### src/rtl/slot_arb.sv
// Round-robin allocator/releaser between NREQ requesters and a shared slot manager.
// Tracks per-requester held-slot counts and enforces a per-requester quota.
module slot_arb #(
   parameter int unsigned NREQ  = 4,
   parameter int unsigned DEPTH = 1024,
   parameter int unsigned QUOTA = 512,
   localparam int unsigned AW = $clog2(DEPTH),
   localparam int unsigned CW = $clog2(DEPTH) + 1
) (
   input  logic               clk,
   input  logic               rst,
   input  logic [NREQ-1:0]    alloc_req,
   output logic [NREQ-1:0]    alloc_gnt,
   output logic [AW-1:0]      alloc_addr,
   input  logic [NREQ-1:0]    rel_req,
   input  logic [NREQ*AW-1:0] rel_addr,
   output logic [NREQ-1:0]    rel_ack,
   output logic               slot_set,
   input  logic [AW-1:0]      slot_nxt_addr,
   input  logic               slot_full,
   output logic               slot_clr,
   output logic [AW-1:0]      slot_clr_addr,
   output logic [NREQ*CW-1:0] owned_cnt,
   output logic               rel_err
);

   localparam int unsigned PW = $clog2(NREQ);

   logic [PW-1:0]   ap_q, ap_d, rp_q, rp_d;
   logic [CW-1:0]   cnt_q [NREQ];
   logic [CW-1:0]   cnt_d [NREQ];
   logic            rel_err_q, rel_err_d;
   logic [NREQ-1:0] alloc_elig;
   logic [AW-1:0]   rel_addr_a [NREQ];
   logic            a_found, r_found;
   logic [PW-1:0]   ia, ir, r_idx;
   logic [PW:0]     sa, sr;

   always_comb begin
      for (int i = 0; i < NREQ; i++) begin
         alloc_elig[i] = alloc_req[i] && !slot_full && (cnt_q[i] < CW'(QUOTA));
         rel_addr_a[i] = rel_addr[i*AW +: AW];
         owned_cnt[i*CW +: CW] = cnt_q[i];
      end
   end

   // Two independent round-robin searches starting at ap_q / rp_q.
   always_comb begin
      alloc_gnt = '0;
      rel_ack   = '0;
      ap_d      = ap_q;
      rp_d      = rp_q;
      a_found   = 1'b0;
      r_found   = 1'b0;
      r_idx     = '0;
      ia        = '0;
      ir        = '0;
      sa        = '0;
      sr        = '0;
      for (int k = 0; k < NREQ; k++) begin
         sa = {1'b0, ap_q} + (PW+1)'(k);
         if (sa >= (PW+1)'(NREQ)) sa = sa - (PW+1)'(NREQ);
         ia = sa[PW-1:0];
         sr = {1'b0, rp_q} + (PW+1)'(k);
         if (sr >= (PW+1)'(NREQ)) sr = sr - (PW+1)'(NREQ);
         ir = sr[PW-1:0];
         if (!a_found && alloc_elig[ia]) begin
            a_found       = 1'b1;
            alloc_gnt[ia] = 1'b1;
            ap_d          = (ia == PW'(NREQ - 1)) ? '0 : ia + 1'b1;
         end
         if (!r_found && rel_req[ir]) begin
            r_found     = 1'b1;
            rel_ack[ir] = 1'b1;
            r_idx       = ir;
            rp_d        = (ir == PW'(NREQ - 1)) ? '0 : ir + 1'b1;
         end
      end
      if (rst) begin
         alloc_gnt = '0;
         rel_ack   = '0;
         r_found   = 1'b0;
      end
   end

   assign slot_set      = |alloc_gnt;
   assign alloc_addr    = slot_nxt_addr;
   assign slot_clr_addr = rel_addr_a[r_idx];
   // A release from an empty requester is acked but never returned to the manager.
   assign slot_clr      = r_found && (cnt_q[r_idx] != '0);
   assign rel_err_d     = rel_err_q | (r_found && (cnt_q[r_idx] == '0));
   assign rel_err       = rel_err_q;

   always_comb begin
      for (int i = 0; i < NREQ; i++) begin
         cnt_d[i] = cnt_q[i] + CW'(alloc_gnt[i])
                    - CW'(rel_ack[i] && (cnt_q[i] != '0));
      end
   end

   always_ff @(posedge clk or posedge rst) begin
      if (rst) begin
         ap_q      <= '0;
         rp_q      <= '0;
         rel_err_q <= 1'b0;
         for (int i = 0; i < NREQ; i++) cnt_q[i] <= '0;
      end else begin
         ap_q      <= ap_d;
         rp_q      <= rp_d;
         rel_err_q <= rel_err_d;
         for (int i = 0; i < NREQ; i++) cnt_q[i] <= cnt_d[i];
      end
   end

endmodule

### config.mk
export PLATFORM = sky130hd
export DESIGN_NAME = slot_arb
export DESIGN_NICKNAME = d
export VERILOG_FILES = /design/src/rtl/slot_arb.sv
export SDC_FILE = /design/constraint.sdc
export NUM_CORES = 1
export LEC_CHECK = 0
export BUFFER_PORTS_ARGS = -buffer_cell sky130_fd_sc_hd__buf_4
export CORE_ASPECT_RATIO = 0.5
export CORE_MARGIN = 2
export CORE_UTILIZATION = 45
export CTS_BUF_LIST = sky130_fd_sc_hd__clkbuf_4
export DETAILED_ROUTE_END_ITERATION = 8
export GPL_ROUTABILITY_DRIVEN = 0
export MAX_ROUTING_LAYER = met4
export PLACE_DENSITY = 0.76
export SYNTH_ARGS = -nofsm -noshare
export SYNTH_HDL_FRONTEND = slang
export SYNTH_SLANG_ARGS = --single-unit
### constraint.sdc
create_clock -name clk -period 6.9 [get_ports clk]
set_input_delay 0.69 -clock clk [delete_from_list [all_inputs] [get_ports clk]]
set_output_delay 0.69 -clock clk [all_outputs]
set_load 0.01 [all_outputs]
# Word-level counts from Yosys, hierarchy flattened

Cells that the tools add are included.

Flip-flop bits (word level): 49
Bits of input ports: 61
Output and inout bits: 75
Logic and storage cells: 210

$add $sub $neg: 30
Magnitude comparators: 29
Equal/unequal tests: 8
Multiplexer cells: 84
Bitwise gates (word level): 8
Reductions and logical operators: 44

Operators with widths:

| operator                                                                             | count |
|---|---|
| 2-bit 2-to-1 mux                                                                     | 28 |
| 11-bit nonzero test                                                                  | 5 |
| 11-bit by 1-bit adder with 11-bit output                                             | 4 |
| 11-bit by 10-bit less-than comparator with 1-bit output (second input constant)      | 4 |
| 11-bit by 1-bit subtractor with 11-bit output                                        | 4 |
| 4-bit 2-to-1 mux                                                                     | 10 |
| 1-bit logical AND                                                                    | 28 |
| 2-bit by 3-bit less-than comparator with 1-bit output (second input constant)        | 8 |
| 1-bit 2-to-1 mux                                                                     | 24 |
| 4-bit OR                                                                             | 6 |
| 11-bit binary-select mux with 2-bit select                                           | 1 |
| 11-bit 2-to-1 mux                                                                    | 2 |
| 3-bit greater-or-equal comparator (second input constant)                            | 7 |
| 10-bit binary-select mux with 2-bit select                                           | 1 |
| 10-bit 2-to-1 mux                                                                    | 2 |
| 2-bit by 1-bit adder with 2-bit output (second input constant)                       | 8 |
| 1-bit binary-select mux with 2-bit select                                            | 8 |
| 1-bit demux with 2-bit select                                                        | 8 |
| 2-bit == test (second input constant)                                                | 8 |
| 2-bit by 1-bit greater-or-equal comparator with 1-bit output (second input constant) | 8 |
| 2-bit by 1-bit subtractor with 2-bit output (second input constant)                  | 8 |
| 2-bit by 2-bit adder with 3-bit output (second input constant)                       | 4 |
| 11-bit logical NOT                                                                   | 1 |
| 4-bit nonzero test                                                                   | 2 |
| other kinds (6)                                                                      | 14 |

# Depth between registers and ports, before layout

Gate-level depths: netlist (run 1).

Depth after elaboration: 21
Mapped depth: 21
Mapped depth without buffers: 19

# Worst setup path before layout (run 1)

OpenSTA, ideal clock, no wires.

Kind: flip-flop to flip-flop
From: register rp_q[1]
To: register cnt_q (netlist bit owned_cnt[31])
Library setup time: 0.126 ns
Arrival: 4.683 ns
Required time: 6.774 ns
Path slack: 2.091 ns
Cell stages (with the launch flop): 20
Buffers on the path: 2
Clock period less this slack: 4.809 ns
Cells stage by stage: dfrtp_1 clkbuf_1 inv_1 ha_1 buf_2 mux4_2 nor2b_1 a22oi_1 or2_1 a21oi_1 a21boi_1 ha_1 inv_1 ha_1 a21o_1 a21oi_1 o21bai_1 a2111oi_0 nor2_1 o311a_1

RTL lines:

| what                   | line | text |
|---|---|---|
| from (decl)            | 29   | `logic [PW-1:0] ap_q, ap_d, rp_q, rp_d;` |
| from (signal assigned) | 109  | `rp_q <= rp_d;` |
| to (decl)              | 30   | `logic [CW-1:0] cnt_q [NREQ];` |

==> metrics.md, run 1 <==
| Metric | Value |
|---|---|
| H-tree depth | `2` |
| Number of setup violations in the final report | `0` |
| CTS Buf Count | `5` |
| N_diodes | `0` |
| Buffers inserted by post-CTS timing repair | `0` |
| Endpoint class of the critical path | `register` |
| Fraction of the cycle the final worst path needs | `83.8%` |
| GRT overflow | `0` |
| Post-synthesis share of cell area spent on full adders, half adders and majority gates | `19.6%` |
| Internal power contribution | `1.94 mW` |
| Clock Sinks | `49` |
| Synth Area per Inst | `8.83 um2` |
| Clock tree root driver cell | `sky130_fd_sc_hd__clkbuf_4` |
| Core area | `0.0112 mm2` |
| Pin count of the biggest net entering global routing | `36` |
| Crit path max fanout | `22` |
| CP Launch Type | `register` |
| Average routed wire per standard cell | `15.2 um` |
| Worst setup path endpoint | `owned_cnt[10]` |
| Sw Ratio | `50.1%` |
| Final Hold Fails | `0` |
| Post-route clock skew | `0.0126 ns` |
| Fraction of power consumed by sequential logic | `17.7%` |
| Most common flop cell mapped by yosys | `sky130_fd_sc_hd__dfrtp_1` |
| WS Path Type | `register to register` |
| Fraction of layout cells with a size suffix above 1 | `20.5%` |
| Cells after synthesis | `602` |
| Switching power | `1.95 mW` |
| Chip Width | `158 um` |
| Multiplexer share of the synthesized area | `8.94%` |
| Worst flop-to-flop path startpoint | `rp_q[0]` |
| Largest buffer count on any clock path | `2` |
| Worst path arrival time | `6.09 ns` |
| Slowest stage delay, CP | `0.86 ns` |
| Area share of the largest cell type after synthesis | `23.1%` |
| Critical path data required time | `7.20 ns` |
| FFs w/ async S/R, synth | `100%` |
| Post-synthesis sequential element count | `49` |
| Remaining antenna violation count after routing | `0` |
| Result of the run | `finished clean` |
| IR Drop Worst-Case VDD | `0.000200 V` |
| Top Ports | `136` |
| Area of the die | `0.0128 mm2` |
| Commonest non-fill, non-tap cell in the layout | `sky130_fd_sc_hd__buf_4` |
| Worst slew margin relative to its limit | `48.2%` |
| Portion of total power attributed to the clock network | `3.7%` |
| Logic depth of the worst register-to-register path | `19` |
| Worst setup slack for register-to-register paths | `1.12 ns` |
| Net count of the mapped netlist | `744` |
| Post-detailed-route via-to-cell ratio | `5.44` |
| RSZ-0062 raised after global routing | `false` |
| Pwr/cell area | `618 mW/mm2` |
| Distinct cell type count of the synthesized netlist | `70` |
| Number of global-route vias before repair | `4,468` |
| Yosys warning count | `0` |
| All-layer global routing usage | `20.9%` |
| Largest family of logic cells by synthesized area | `adder cells` |
| Later-pin clock latency in the skew report | `0.39 ns` |
| Wire length of the first global-routing pass | `21,000 um` |
| Basic-gate share of the synthesized area counting and, or, nand and nor cells | `16.1%` |
| Slowest stage cell on the critical path | `sky130_fd_sc_hd__dfrtp_1` |
| CTS tree | `yes` |
| Wire length after detailed routing | `13,100 um` |
| Final period demand of the worst path | `5.78 ns` |
| Complex-gate fraction of the synthesized area | `19.0%` |
| Layout Nets | `844` |
| Leakage power figure | `3.10 nW` |
| Final instance count without filler cells | `862` |
| Transition time of the tightest slew-check pin | `0.756 ns` |
| End of the worst register-to-register path | `owned_cnt[10]` |
| IO buf count | `115` |
| Antenna violations before repair | `0` |
| Cell taking the most area after synthesis | `sky130_fd_sc_hd__dfrtp_1` |
| Number of placement rows | `27` |
| Timing-limited maximum frequency | `173 MHz` |
| Count of max-cap constraint violations | `0` |
| Number of enable-type register cells in the synthesized netlist | `0` |
| Placed Cells | `854` |
| Area of the mapped netlist | `0.00532 mm2` |
| Critical path cell sequence | `inv_1 -> ha_1 -> mux4_2 -> nor2b_1 -> a22oi_1 -> or2_1 -> a21oi_1 -> a21boi_1 -> ha_1 -> inv_1 -> ha_1 -> inv_1 -> fa_1 -> nand2b_1 -> a21oi_1 -> o21ai_0 -> a21oi_1 -> o21ai_0 -> a311oi_1` |
| Number of max-slew violations in the final report | `0` |
| Area overhead of the layout relative to synthesis | `18.4%` |
| 1st-pass router iterations | `4` |
| Starting Density | `47.3%` |
| Cts-stage hold buffer count | `0` |
| Min-Delay Path Class | `input pin to asynchronous set/reset pin` |
| Gates resized, CTS repair | `0` |
| Biggest area contributors in the synthesized netlist | `sky130_fd_sc_hd__dfrtp_1 23%, sky130_fd_sc_hd__ha_1 18%, sky130_fd_sc_hd__mux2i_1 6.4%` |
| Share of total power in combinational logic | `78.7%` |
| Total stage count of the critical path | `19` |
| Initial DRC Count | `256` |
| Total vias in the final route | `4,690` |
| Crit path buf inv count | `3` |
| Top library cells by usage in the layout, fill and taps aside | `118 x sky130_fd_sc_hd__buf_4, 78 x sky130_fd_sc_hd__inv_1, 77 x sky130_fd_sc_hd__ha_1` |
| Clock-pin slew of the registers on the worst-case setup and hold paths | `0.15 ns` |
| Share of synthesized area occupied by flip-flops and latches | `23.1%` |
| Dpl hpwl | `10,500 um` |
| Final total negative setup slack | `0 ns` |
| Timing startpoint of the critical path | `rp_q[0]` |
| Xor and xnor area share after synthesis | `4.61%` |
| Cell family with most CP delay | `compound AO/OA/AOI/OAI gates` |
| Number of remaining DRC errors | `0` |
| Die Y-Extent | `80.9 um` |
| Final core utilization | `56.0%` |
## area by class of cell
cell class,count,area (um2)
Tap cell,159,199
Inverter,79,297
Sequential cell,49,1230
Timing Repair Buffer,118,886
Multi-Input combinational cell,449,3630
Clock inverter,2,10.0
Clock buffer,6,45.0
Fill cell,1050,4950
## registers in the layout, indices dropped and copies added (netlist names)
name,count
rp_q,2
ap_q,2
owned_cnt,44
rel_err,1
## how the worst min path moves through the flow
stage,slack (ns),end,depth (start not counted),start
after floorplan,0.52,rel_err,2,rel_err
after global placement,0.51,rel_err,2,rel_err
after detailed placement,0.51,rel_err,2,rel_err
after CTS,0.32,owned_cnt[12],2,rst
after global routing,0.34,owned_cnt[12],2,rst
final,0.33,owned_cnt[12],2,rst
## Yosys cell counts, types with 4 or more instances
library cell                instances
sky130_fd_sc_hd__nor2_1            41
sky130_fd_sc_hd__a21o_1             6
sky130_fd_sc_hd__or2_1              4
sky130_fd_sc_hd__nand2_1           24
sky130_fd_sc_hd__nand3_1           10
sky130_fd_sc_hd__o22a_1             4
sky130_fd_sc_hd__or3_1              4
sky130_fd_sc_hd__nor4_1             9
sky130_fd_sc_hd__nor3b_1            5
sky130_fd_sc_hd__xor2_1            10
sky130_fd_sc_hd__a211oi_1           8
sky130_fd_sc_hd__buf_4             11
sky130_fd_sc_hd__nand3b_1           7
sky130_fd_sc_hd__o21bai_1           9
sky130_fd_sc_hd__and4_1             4
sky130_fd_sc_hd__xnor2_1           18
sky130_fd_sc_hd__dfrtp_1           49
sky130_fd_sc_hd__nand2b_1          16
sky130_fd_sc_hd__nor3_1            16
sky130_fd_sc_hd__clkbuf_1           6
sky130_fd_sc_hd__o2111ai_1          4
sky130_fd_sc_hd__a21oi_1           30
sky130_fd_sc_hd__o21ai_0           13
sky130_fd_sc_hd__mux4_2             4
sky130_fd_sc_hd__o21a_1             4
sky130_fd_sc_hd__inv_1             79
sky130_fd_sc_hd__o211a_1            6
sky130_fd_sc_hd__a22oi_1            7
sky130_fd_sc_hd__a2111oi_0          5
sky130_fd_sc_hd__ha_1              77
sky130_fd_sc_hd__o22ai_1            8
sky130_fd_sc_hd__fa_1               4
sky130_fd_sc_hd__nor2b_1            5
sky130_fd_sc_hd__mux2i_1           34
## power by group through the flow
stage | sequential, mW | combinational [mW] | clock (mW)
2_1_floorplan | 0.681 | 2.23 | 0
3_3_place_gp | 0.691 | 2.96 | 0
3_5_place_dp | 0.692 | 3.05 | 0
4_1_cts | 0.687 | 3.06 | 0.148
5_1_grt | 0.714 | 3.42 | 0.160
6_report | 0.687 | 3.06 | 0.143
## kinds of logic (layout without fill, tap and decap cells)
kind of cell               after synthesis  count (layout)
muxes                                   42              42
DFF                                     49              49
AOI/OAI and AO/OA                      139             139
buffers and inverters                  104             205
and+or+nand+nor                        159             159
adders and majority gates               81              81
xor gates and xnor gates                28              28
## through the flow
step           worst slack (ns)  total power [mW]  instance area [um2]  hold WS, ns
6_report                   1.12              3.89                 6300        0.333
4_1_cts                    1.17              3.90                 6300        0.316
5_1_grt                   0.624              4.29                 6300        0.338
3_3_place_gp               1.51              3.65                 6240        0.508
3_5_place_dp               1.24              3.74                 6240        0.513
2_1_floorplan              2.09              2.91                 5320        0.519
## routing by layer
metal,GRT usage (%),share of wire [%],vias up
li1,-,-,2341
met3,2.61,3.7,21
met5,-,0,-
met2,34.5,48,94
met4,5.09,1.4,0
met1,27.5,47,2234
Power figures use the tool's default switching activity.
==> inputs of run 2 (changes only) <==
==> constraint.sdc (replaced) <==
create_clock -name clk -period 5.84 [get_ports clk]
set_input_delay 0.584 -clock clk [delete_from_list [all_inputs] [get_ports clk]]
set_output_delay 0.584 -clock clk [all_outputs]
set_load 0.01 [all_outputs]
==> run 2 against run 1 <==
Clock-buffer cell count is the same. Utilization is essentially flat. First-iteration DRC count shrank 27%. Clock power grew 15%. Clock skew shrank 0.0020 ns. Sequential power grew 15%. Via count grew 0.96%.
==> metrics.md, run 2 (synthesized netlist as in run 1, its figures left out) <==
| Metric | Value |
|---|---|
| Result of the run | `finished clean` |
| CTS tree | `yes` |
| Top Ports | `136` |
| Slowest stage cell on the critical path | `sky130_fd_sc_hd__mux4_2` |
| Initial DRC Count | `187` |
| WS Path Type | `register to register` |
| Largest buffer count on any clock path | `2` |
| Clock-pin slew of the registers on the worst-case setup and hold paths | `0.14 ns` |
| Post-detailed-route via-to-cell ratio | `5.49` |
| Later-pin clock latency in the skew report | `0.39 ns` |
| Final Hold Fails | `0` |
| Fraction of layout cells with a size suffix above 1 | `20.5%` |
| Commonest non-fill, non-tap cell in the layout | `sky130_fd_sc_hd__buf_4` |
| Number of max-slew violations in the final report | `0` |
| Fraction of the cycle the final worst path needs | `90.7%` |
| Final total negative setup slack | `0 ns` |
| Final core utilization | `56.0%` |
| Wire length of the first global-routing pass | `21,100 um` |
| N_diodes | `0` |
| Crit path max fanout | `16` |
| Worst slew margin relative to its limit | `48.7%` |
| Number of placement rows | `27` |
| Pin count of the biggest net entering global routing | `42` |
| Post-placement cell area | `0.00625 mm2` |
| GRT overflow | `0` |
| Worst path arrival time | `5.58 ns` |
| Antenna violations before repair | `0` |
| All-layer global routing usage | `20.9%` |
| Critical path cell sequence | `inv_1 -> ha_1 -> mux4_2 -> nor2b_1 -> a22oi_1 -> or2_1 -> a21oi_1 -> a21boi_1 -> ha_1 -> inv_1 -> ha_1 -> inv_1 -> fa_1 -> nand2b_1 -> a21oi_1 -> o21ai_0 -> a21oi_1 -> o21ai_0 -> a311oi_1` |
| Die Y-Extent | `80.9 um` |
| Count of max-cap constraint violations | `0` |
| Worst flop-to-flop path startpoint | `rp_q[1]` |
| Total vias in the final route | `4,735` |
| Timing startpoint of the critical path | `rp_q[1]` |
| Number of remaining DRC errors | `0` |
| Area of the die | `0.0128 mm2` |
| Number of global-route vias before repair | `4,527` |
| CTS Buf Count | `5` |
| Worst path setup slack after routing | `0.542 ns` |
| Timing-limited maximum frequency | `189 MHz` |
| H-tree depth | `2` |
| Core area | `0.0112 mm2` |
| Pwr/cell area | `730 mW/mm2` |
| Final instance area | `0.00630 mm2` |
| Filler Cell Count | `1,029` |
| IR Drop Worst-Case VDD | `0.000237 V` |
| Slowest stage delay, CP | `0.70 ns` |
| Top library cells by usage in the layout, fill and taps aside | `119 x sky130_fd_sc_hd__buf_4, 78 x sky130_fd_sc_hd__inv_1, 77 x sky130_fd_sc_hd__ha_1` |
| Average routed wire per standard cell | `15.2 um` |
| Critical path data required time | `6.12 ns` |
| Pre-CTS setup slack | `0.517 ns` |
| Starting Density | `47.3%` |
| Number of setup violations in the final report | `0` |
| Clock Sinks | `49` |
| Endpoint class of the critical path | `register` |
| Wire length after detailed routing | `13,100 um` |
| Chip Width | `158 um` |
| Post-route clock skew | `0.0106 ns` |
| CP Launch Type | `register` |
| RSZ-0062 raised after global routing | `false` |
| Transition time of the tightest slew-check pin | `0.749 ns` |
| Largest register FFs | `44` |
| Min-Delay Path Class | `input pin to asynchronous set/reset pin` |
| Cts-stage hold buffer count | `0` |
| Dpl hpwl | `10,500 um` |
| Clock tree root driver cell | `sky130_fd_sc_hd__clkbuf_4` |
| Final period demand of the worst path | `5.30 ns` |
| IO buf count | `115` |
| Remaining antenna violation count after routing | `0` |
| Leakage power figure | `3.10 nW` |
| Layout Nets | `845` |
| Area overhead of the layout relative to synthesis | `18.5%` |
| 1st-pass router iterations | `5` |
## run 2: changes by cell type in the layout (fill, tap and decap cells not counted)
cell / before / now
sky130_fd_sc_hd__a2111oi_0: 5 / 4
sky130_fd_sc_hd__dfrtp_1: 49 / 48
sky130_fd_sc_hd__dfrtp_2: 0 / 1
sky130_fd_sc_hd__buf_4: 118 / 119
sky130_fd_sc_hd__a2111oi_1: 1 / 2
sky130_fd_sc_hd__clkinv_1: 0 / 1
sky130_fd_sc_hd__clkinv_2: 2 / 0
## run 2: worst paths after layout
check | end | slack [ns] | cells past startpoint
worst max-delay path | owned_cnt[10] | 0.54 | 19
worst min-delay path | owned_cnt[12] | 0.19 | 2
min in group clk | rel_err | 0.50 | 2
worst min register to register | rel_err | 0.50 | 2
worst max register to register | owned_cnt[10] | 0.54 | 19
max in group asynchronous | rp_q[1] | 4.83 | 3
## run 2: per-stage QoR
| step | hold WS, ns | instances | total power, mW |
|---|---|---|---|
| floorplan | 0.519 | 602 | 3.44 |
| global placement | 0.502 | 855 | 4.32 |
| detailed placement | 0.477 | 855 | 4.43 |
| CTS | 0.178 | 862 | 4.61 |
| global route | 0.177 | 862 | 5.08 |
| finish | 0.186 | 862 | 4.60 |
## run 2: repair_timing
| item | in CTS | in global routing |
|---|---|---|
| gates resized for setup | 0 | 2 |
| setup buffers | 0 | 0 |
| setup endpoints to repair | 0 | 3 |
## run 2: power breakdown
group	internal (mW)	total (mW)	leakage (nW)	switching, mW
sequential	0.560	0.790	0.571	0.230
combinational	1.70	3.65	2.50	1.95
clock	0.0487	0.164	0.0292	0.115
## run 2: worst max-delay path: cells and delay by family, from the launching register on
family	cells	cell delay, ns
buffers and inverters	3	0.25
muxes	1	0.70
DFF	1	0.56
adders and majority gates	4	1.25
AOI/OAI and AO/OA	8	1.67
and+or+nand+nor	3	0.79
## run 2: metal layers
layer | global-route usage [%] | part of all wire [%] | up-vias
met1 | 26.2 | 45 | 2240
met2 | 34.7 | 48 | 111
met5 | - | 0 | -
met4 | 5.45 | 1.4 | 0
li1 | - | - | 2359
met3 | 4.32 | 5.7 | 25
## run 2: area by class of cell
cell class,instances,area [um2],share of cell area [%]
tap,159,199,3.16
clock inverter,1,3.75,0.0596
clock buffer,6,45.0,0.715
multi-input combinational,449,3630,57.7
inverter,79,297,4.71
timing repair buffer,119,893,14.2
sequential,49,1230,19.5
==> inputs of run 3 (changes only) <==
--- a/config.mk
+++ b/config.mk
@@ -14,6 +14,7 @@
 export GPL_ROUTABILITY_DRIVEN = 0
 export MAX_ROUTING_LAYER = met4
 export PLACE_DENSITY = 0.76
+export REMOVE_ABC_BUFFERS = 1
 export SYNTH_ARGS = -nofsm -noshare
 export SYNTH_HDL_FRONTEND = slang
 export SYNTH_SLANG_ARGS = --single-unit
==> run 3 against run 2 <==
Utilization increased by 0.22 points. Clock-buffer cell count decreased by 1. Combinational power about the same. Critical path type unchanged. Critical endpoint is now owned_cnt[32].
==> metrics.md, run 3 (synthesized netlist as in run 1, its figures left out) <==
| Metric | Value |
|---|---|
| Largest buffer count on any clock path | `2` |
| Area overhead of the layout relative to synthesis | `18.9%` |
| Gates resized, CTS repair | `0` |
| Wire length after detailed routing | `13,200 um` |
| Slowest stage cell on the critical path | `sky130_fd_sc_hd__mux4_2` |
| Fraction of power consumed by sequential logic | `17.0%` |
| Portion of total power attributed to the clock network | `4.6%` |
| Clock tree root driver cell | `sky130_fd_sc_hd__clkbuf_4` |
| All-layer global routing usage | `21.4%` |
| Post-placement cell area | `0.00624 mm2` |
| 1st-pass router iterations | `5` |
| IO buf count | `115` |
| Worst slew margin relative to its limit | `19.4%` |
| Core area | `0.0112 mm2` |
| CP Launch Type | `register` |
| Final period demand of the worst path | `5.23 ns` |
| Fraction of layout cells with a size suffix above 1 | `20.5%` |
| Slowest stage delay, CP | `0.70 ns` |
| Critical path cell sequence | `inv_1 -> ha_1 -> mux4_2 -> nor2b_1 -> a22oi_1 -> or2_1 -> a21oi_1 -> a21boi_1 -> ha_1 -> inv_1 -> ha_1 -> inv_1 -> fa_1 -> nand2b_1 -> a21oi_1 -> o21ai_0 -> a21oi_1 -> o21ai_0 -> a311oi_1` |
| Average routed wire per standard cell | `15.3 um` |
| Remaining antenna violation count after routing | `0` |
| Commonest non-fill, non-tap cell in the layout | `sky130_fd_sc_hd__buf_4` |
| Die Y-Extent | `80.9 um` |
| IR Drop Worst-Case VDD | `0.000256 V` |
| Internal power contribution | `2.34 mW` |
| Later-pin clock latency in the skew report | `0.39 ns` |
| Leakage power figure | `3.11 nW` |
| Number of global-route vias before repair | `4,577` |
| Wire length of the first global-routing pass | `21,500 um` |
| Final total negative setup slack | `0 ns` |
| Worst path arrival time | `5.53 ns` |
| Sw Ratio | `49.7%` |
| Crit path max fanout | `16` |
| Antenna violations before repair | `0` |
| Result of the run | `finished clean` |
| Total vias in the final route | `4,692` |
| Count of max-cap constraint violations | `0` |
| Starting Density | `47.3%` |
| Largest register FFs | `44` |
| Worst flop-to-flop path startpoint | `rp_q[1]` |
| Number of setup violations in the final report | `0` |
| CTS Buf Count | `5` |
| Cts-stage hold buffer count | `0` |
| Clock-pin slew of the registers on the worst-case setup and hold paths | `0.15 ns` |
| Timing-limited maximum frequency | `191 MHz` |
| WS Path Type | `register to register` |
| Top library cells by usage in the layout, fill and taps aside | `118 x sky130_fd_sc_hd__buf_4, 78 x sky130_fd_sc_hd__inv_1, 77 x sky130_fd_sc_hd__ha_1` |
| Buffers inserted by post-CTS timing repair | `0` |
| Number of remaining DRC errors | `0` |
| H-tree depth | `2` |
| RSZ-0062 raised after global routing | `false` |
| Pin count of the biggest net entering global routing | `38` |
| Share of total power in combinational logic | `78.4%` |
| Chip Width | `158 um` |
| Timing startpoint of the critical path | `rp_q[1]` |
| Critical path data required time | `6.14 ns` |
| GRT overflow | `0` |
| Clock Sinks | `49` |
| Area of the die | `0.0128 mm2` |
| Final instance area | `0.00632 mm2` |
| Final Hold Fails | `0` |
| Post-route clock skew | `0.0168 ns` |
| Post-detailed-route via-to-cell ratio | `5.44` |
| Number of placement rows | `27` |
| Number of max-slew violations in the final report | `0` |
| Fraction of the cycle the final worst path needs | `89.5%` |
| Layout Nets | `844` |
| N_diodes | `0` |
| Pwr/cell area | `736 mW/mm2` |
| Endpoint class of the critical path | `register` |
| Min-Delay Path Class | `input pin to asynchronous set/reset pin` |
| Switching power | `2.31 mW` |
| Dpl hpwl | `10,500 um` |
| Transition time of the tightest slew-check pin | `1.20 ns` |
| CTS tree | `yes` |
| Initial DRC Count | `207` |
| Top Ports | `136` |
==> run 3: cell type report <==
class                   instances  area (um2)
flip-flops and latches         49        1230
inverters                      79         297
well taps                     159         199
clock inverters                 3        45.0
repair buffers                118         886
multi-input cells             449        3630
fillers                      1030        4920
clock buffers                   5        37.5
==> run 3: worst max-delay path, delay by kind of cell, from the launching register on <==
family | cells | cell delay (ns)
AOI/OAI and AO/OA | 8 | 1.57
adders and majority gates | 4 | 1.30
buffers and inverters | 3 | 0.26
DFF | 1 | 0.56
muxes | 1 | 0.70
and+or+nand+nor | 3 | 0.78
==> run 3: power by group through the flow <==
| stage | registers (mW) | logic, mW | clock network, mW |
|---|---|---|---|
| 4_1_cts | 0.790 | 3.65 | 0.226 |
| 3_5_place_dp | 0.798 | 3.62 | 0 |
| 3_3_place_gp | 0.795 | 3.53 | 0 |
| 6_report | 0.791 | 3.65 | 0.215 |
| 2_1_floorplan | 0.824 | 2.56 | 0 |
| 5_1_grt | 0.825 | 4.06 | 0.238 |
==> run 3: path summary, 6_finish.rpt <==
kind / to / slack [ns] / depth (start not counted)
min: owned_cnt[32] / 0.22 / 2
max reg2reg: owned_cnt[32] / 0.61 / 19
max: owned_cnt[32] / 0.61 / 19
min in group clk: rel_err / 0.50 / 2
max in group asynchronous: owned_cnt[13] / 4.83 / 3
min reg2reg: rel_err / 0.50 / 2
==> run 3: metal layers <==
layer	global-route usage, %	part of all wire, %
met4	4.91	1.4
met5	-	0
met3	4.38	3.9
met1	27.5	46
met2	35.1	48
==> run 3: stage by stage <==
step / hold WS [ns] / power (mW) / std cells / setup WS, ns / util, %
after CTS: 0.199 / 4.67 / 862 / 0.489 / 56.2
after floorplan: 0.519 / 3.38 / 577 / 0.801 / -
after detailed placement: 0.467 / 4.42 / 854 / 0.529 / 55.5
final: 0.220 / 4.66 / 862 / 0.614 / 56.2
after global routing: 0.209 / 5.12 / 862 / 0.187 / 56.2
after global placement: 0.464 / 4.32 / 854 / 0.766 / 55.5
